===== config.mk =====
export PLATFORM = sky130hd
export DESIGN_NAME = serial_adder
export DESIGN_NICKNAME = d
export VERILOG_FILES = /design/src/rtl/serial_adder_pkg.sv /design/src/rtl/fa_cell.sv /design/src/rtl/serial_adder.sv
export SDC_FILE = /design/constraint.sdc
export NUM_CORES = 1
export LEC_CHECK = 0
export CAP_MARGIN = 10
export CORE_MARGIN = 2
export CORE_UTILIZATION = 54
export CTS_CLUSTER_SIZE = 20
export DETAILED_ROUTE_END_ITERATION = 8
export PLACE_DENSITY = 0.92
export RECOVER_POWER = 100
export SLEW_MARGIN = 20
export SYNTH_ARGS = -nofsm -noshare
export SYNTH_HDL_FRONTEND = slang
export SYNTH_SLANG_ARGS = --single-unit

===== constraint.sdc =====
create_clock -name clk -period 2.55 [get_ports clk]
set_input_delay 0.3825 -clock clk [delete_from_list [all_inputs] [get_ports clk]]
set_output_delay 0.3825 -clock clk [all_outputs]
set_load 0.1 [all_outputs]

===== src/rtl/serial_adder_pkg.sv =====
// Shared types and helpers for the bit-serial adder/subtractor.
// State encoding and counter sizing used by serial_adder.
package serial_adder_pkg;

  typedef enum logic [1:0] {
    S_IDLE = 2'd0,
    S_RUN  = 2'd1,
    S_DONE = 2'd2
  } state_t;

  // Bit-counter width: enough to index bits 0..width-1.
  function automatic int cnt_w(input int width);
    return (width < 2) ? 1 : $clog2(width);
  endfunction

endpackage


===== src/rtl/fa_cell.sv =====
// Single-bit full adder, the only arithmetic cell of serial_adder.
// Ports: x, y, ci in; s (sum), co (carry-out) out. Purely combinational.
module fa_cell (
  input  logic x,
  input  logic y,
  input  logic ci,
  output logic s,
  output logic co
);

  assign s  = x ^ y ^ ci;
  assign co = (x & y) | (ci & (x ^ y));

endmodule


===== src/rtl/serial_adder.sv =====
// Bit-serial add/sub, LSB first, one bit per clock, start/busy/done handshake.
// Ports: clk, rst (sync high), start, a, b, cin, sub in; busy, done, sum, cout, overflow out.
module serial_adder
  import serial_adder_pkg::*;
#(
  parameter int WIDTH = 8
) (
  input  logic             clk,
  input  logic             rst,
  input  logic             start,
  input  logic [WIDTH-1:0] a,
  input  logic [WIDTH-1:0] b,
  input  logic             cin,
  input  logic             sub,
  output logic             busy,
  output logic             done,
  output logic [WIDTH-1:0] sum,
  output logic             cout,
  output logic             overflow
);

  localparam int CNT_W = cnt_w(WIDTH);
  localparam logic [CNT_W-1:0] LAST = CNT_W'(WIDTH - 1);

  state_t state;
  state_t state_nxt;

  logic [WIDTH-1:0] a_sr;
  logic [WIDTH-1:0] b_sr;
  logic [WIDTH-1:0] res;
  logic [WIDTH-1:0] res_nxt;
  logic [CNT_W-1:0] cnt;
  logic             carry;

  logic fa_s;
  logic fa_co;
  logic accept;
  logic last;

  fa_cell u_fa (
    .x  (a_sr[0]),
    .y  (b_sr[0]),
    .ci (carry),
    .s  (fa_s),
    .co (fa_co)
  );

  assign accept = start &
                  ((state == S_IDLE) |
                   (state == S_DONE));
  assign last   = (cnt == LAST);

  // New sum bit enters at the MSB; after WIDTH shifts
  // the register holds the result in natural order.
  assign res_nxt = {fa_s, {(WIDTH-1){1'b0}}}
                 | (res >> 1);

  assign busy = (state == S_RUN);
  assign done = (state == S_DONE);

  always_ff @(posedge clk) begin
    if (rst) state <= S_IDLE;
    else     state <= state_nxt;
  end

  always_comb begin
    state_nxt = state;
    unique case (state)
      S_IDLE: if (start) state_nxt = S_RUN;
      S_RUN:  if (last)  state_nxt = S_DONE;
      S_DONE: state_nxt = start ? S_RUN : S_IDLE;
      default: state_nxt = S_IDLE;
    endcase
  end

  always_ff @(posedge clk) begin
    if (rst) begin
      a_sr     <= '0;
      b_sr     <= '0;
      res      <= '0;
      cnt      <= '0;
      carry    <= 1'b0;
      sum      <= '0;
      cout     <= 1'b0;
      overflow <= 1'b0;
    end else if (accept) begin
      // Subtraction is a + ~b + 1, with borrow-in
      // folded into the initial carry.
      a_sr  <= a;
      b_sr  <= b ^ {WIDTH{sub}};
      carry <= cin ^ sub;
      cnt   <= '0;
    end else if (state == S_RUN) begin
      a_sr  <= a_sr >> 1;
      b_sr  <= b_sr >> 1;
      res   <= res_nxt;
      carry <= fa_co;
      cnt   <= cnt + 1'b1;
      if (last) begin
        sum      <= res_nxt;
        cout     <= fa_co;
        // carry is the carry into the MSB here.
        overflow <= carry ^ fa_co;
      end
    end
  end

endmodule


# Yosys cells after proc, flatten, opt, wreduce, memory -nomap -nowiden
# Index checks and enable logic that the tools add are counted.
# word_totals
out_inout_bits	12
ff_bits	40
word_cells	43
inputBits	21
# classes
muxes	10
bitwise	12
n_reduce_logical	6
eq_ne	5
addsub	1
# ops
operator	n
8-bit 2-to-1 mux	4
8-bit by 7-bit OR with 8-bit output	1
8-bit XOR	1
2-bit case mux with 3 select lines	1
2-bit 2-to-1 mux	2
2-bit AND reduction	2
1-bit XOR	4
3-bit by 1-bit adder with 3-bit output (second input constant)	1
1-bit AND	3
3-bit equality test (second input constant)	1
1-bit 2-to-1 mux	3
3-bit AND reduction	1
2-bit by 1-bit equality test with 1-bit output (second input constant)	1
2-bit equality test (second input constant)	1
2-bit logical NOT	1
2-bit by 1-bit != test with 1-bit output (second input constant)	1
2-bit != test (second input constant)	1
1-bit OR	2
2-bit nonzero test	1
2-bit OR reduction	1
1-bit inverter	1

# Depth between registers and ports, before layout
# logic_depth
ltp_word	5
depth_mapped	6
ltp_nobuf	5

# Modules after synthesis
# A second synthesis with hierarchy kept.
# unflattened
cells_unflattened	187
area_unflattened_um2	1631.6
# by_module_without_submodules
module	area_per_inst_um2	instances	cells_each
serial_adder	1611.5	1	186
fa_cell	20.0	1	1

# Worst setup path after synthesis
# OpenSTA, ideal clock, no wires.
# synth_timing
path_type	register -> output
start	reg state[1]
end	out done
n_path_buf	0
setup_slack_ns	0.490
required_ns	2.168
t_arrival_ns	1.677
stages_incl_launch_ff	2
cell_sequence	dfxtp_1 nor2b_1
# synth_between
elab_chain_cells	1
# synth_rtl
item	line_no	rtl
start, declared	serial_adder.sv:25	state_t state;
start signal, assigned	serial_adder.sv:63	else state <= state_nxt;
2-bit equality test	serial_adder.sv:59	assign done = (state == S_DONE);
end, declared	serial_adder.sv:16	output logic done,
# Every way passes these cells.

# Worst setup path in the final report
# Same ends and word-level chain as after synthesis.

==> out/results.tsv <==
metric	value	unit
status	finished clean	
crit path kind	reg -> out	
syn_nets	212	
Top FF cell, synth	dfxtp_1	
HP Start	sum[0]$_SDFFE_PP0P_	
I/O Buffers	32	
final hold vios	0	
setup ws final	0.461	ns
die area	0.00348	sq mm
Worst Hold Class	reg -> reg	
via/cell ratio	5.56	
r2r startpoint	state[1]$_SDFFE_PP0P_	
global-route wire length before repair	5370	microns
met3 usage	0.0502	
unrepaired setup endpoints after global routing	no	
Synth Area in Simple Gates	0.213	
Synth Instances	188	
fraction of final layout cells sized beyond drive strength 1	0.0509	
CTS tree	yes	
Post-Route Setup TNS	0	ns
complex-gate fraction of the synthesized area	0.138	
area of the multi-input gates	744	sq um
Synth top area share	0.477	
post-synthesis sequential area ratio	0.477	
DRT iter0 DRCs	98	
largest family of logic cells by synthesized area	simple AND/OR/NAND/NOR gates	
initial antenna violation count	0	
total wire length	3200	microns
Layout Cells excl Fill	247	
gpl congestion	0.763	
VDD IR max	0.000348	V
top-count cell post-synth	nand2_1	
clk_skew	0.00145	ns
drt wl/cell	12.9	microns
Num CTS Buffers	5	
Clock Latency Late Sink	0.35	ns
DR DRC count	0	
GR Util met2	0.352	
Mean Syn Cell Area	8.70	sq um
fin crit period	2.09	ns
Synth cell types	27	
pwr dens	625	mW/mm^2
largest area contributor in the netlist	dfxtp_1	
Synth top cells by count	nand2_1, dfxtp_1, a21oi_1	
DR vias	1374	
mux contribution to synthesized area	0.0184	
reg2reg end	a_sr[2]$_SDFFE_PP0P_	
Layout Nets	239	
# clock sinks	39	
I/O pin count	33	
First-pass DRT Iterations	4	
Synth Register Bits	39	
Starting Density	0.583	
Diodes inserted	0	
CTS Root Cell	clkbuf_4	
clock-pin slew on the worst setup and hold paths	0.11	ns
CP delay by family, top	buffers and inverters	
Overall Global Routing Usage	0.207	
Max Cap Viol	0	
area delta synth->final	16.5	%
Synth Warn #	0	
die height	59.0	microns
Fillers	226	
total grt overflow	0	
H-tree Lvls	2	
chip width	59.0	microns
crit path cell chain	nor2b_1 -> clkbuf_1	
Worst Reg2Reg Path Length in Cells	4	
number of global-route vias before repair	1287	
post-placement cell count	239	
Worst path max stage delay	0.86	ns
number of buffers and inverters on the critical path	1	
antenna viol nets, final	0	
Worst EP required	2.17	ns
number of flops mapped to enable cells by yosys	0	
post-CTS sizing	0	
Worst slew margin	0.225	
Synth area leaders	dfxtp_1, nand2_1, a21oi_1, nor3_1, xor2_1	
post-DP HPWL	2120	microns
CP max stage cell	clkbuf_1	
met1 usage	0.236	
hold path depth	2	
dpl ws	0.682	ns
Cell Area, Placed	0.00190	sq mm
pin count of the biggest net entering global routing	40	
FP Rows	19	
hold endpoint	sum[0]$_SDFFE_PP0P_	
Register-to-Register Setup Slack	0.61	ns
Arr. time, crit path	1.71	ns
# setup viols final	0	
Pleak	0.680	nW
Max Freq	479	MHz
final slew viol count	0	
global routing's busiest layer	met2	
Post-CTS Setup Bufs	0	
post-synthesis adder-cell area fraction	0.0275	
Final period util	0.819	
worst-path fanout max	4	
async set-reset flop share out of synthesis	0	
Setup crit end kind	primary output	
FF+latch area	781	sq um
XOR/XNOR share of the synthesized area	0.0589	
Core ar.	0.00281	sq mm
worst slew pin tran	1.17	ns
cts hold-fix bufs	0	
mapped cell area	0.00164	sq mm
design area	0.00191	sq mm
Max Root-Sink Buffers	2	
Worst Setup Start Kind	flip-flop	
[metal layers]
layer  share of wire  up-vias
li1                -      697
met1            0.45      635
met2            0.48       36
met3           0.055        6
met4           0.015        0
met5               0        -
[stage by stage]
step | power (mW) | hold WS, ns | util
after floorplan | 0.799 | 0.432 | -
after global placement | 0.845 | 0.442 | 0.678
after detailed placement | 0.852 | 0.448 | 0.678
after CTS | 1.20 | 0.463 | 0.702
after global routing | 1.24 | 0.485 | 0.679
final | 1.19 | 0.461 | 0.679
[registers in the layout, indices dropped and copies added (netlist names)]
signal    cells
state         2
overflow      1
cnt           3
carry         1
cout          1
res           7
b_sr          8
sum           8
a_sr          8
[placed cells by master, fill, tap and decap left out]
master / n
nand2_1: 43
nor2b_1: 2
and3b_1: 1
clkbuf_4: 5
nand3_1: 4
a211oi_1: 1
ha_1: 2
nor3_1: 17
nand3b_1: 1
inv_8: 1
nand2b_1: 2
nor3_2: 1
clkbuf_8: 2
buf_4: 1
xor2_1: 9
dfxtp_1: 39
clkdlybuf4s50_1: 20
a21oi_1: 20
o22ai_1: 7
fa_1: 1
xnor2_1: 2
clkbuf_2: 1
mux2i_1: 3
clkbuf_1: 14
o21a_1: 1
a22oi_1: 3
a311oi_1: 5
nor2_1: 8
[power breakdown]
part	switching [mW]	internal, mW
clock	0.198	0.162
sequential	0.0199	0.639
combinational	0.0964	0.0766
total	0.314	0.878
[how the worst max path moves through the flow]
| stage | from | endpoint | slack (ns) | cells after the start |
|---|---|---|---|---|
| detailed placement | start | b_sr[0]$_SDFFE_PP0P_ | 0.68 | 4 |
| global route | state[1]$_SDFFE_PP0P_ | done | 0.38 | 2 |
| global placement | start | b_sr[2]$_SDFFE_PP0P_ | 0.77 | 4 |
| CTS | state[0]$_SDFFE_PP0P_ | busy | 0.81 | 3 |
| finish | state[1]$_SDFFE_PP0P_ | done | 0.46 | 2 |
| floorplan | state[1]$_SDFFE_PP0P_ | done | 0.49 | 1 |
[layout make-up]
cell class	count	share of cell area
inverter	1	0.00591
timing repair buffer	35	0.137
clock buffer	8	0.0361
multi-input combinational	133	0.391
sequential	39	0.410
tap	31	0.0204
[cells by family after synthesis]
kind of cell | count (synthesis)
AOI/OAI and AO/OA | 37
and+or+nand+nor | 79
DFF | 39
muxes | 3
adders and majority gates | 3
xor gates and xnor gates | 11
buffers and inverters | 16
[worst register-to-register path, delay by kind of cell (launching register included)]
family	cells	cell delay (ns)
AO/OA/AOI/OAI	1	0.29
AND/OR/NAND/NOR	2	0.37
buffers and inverters	1	0.82
flip-flops	1	0.36
No activity file was read; power rests on OpenSTA's default activity.
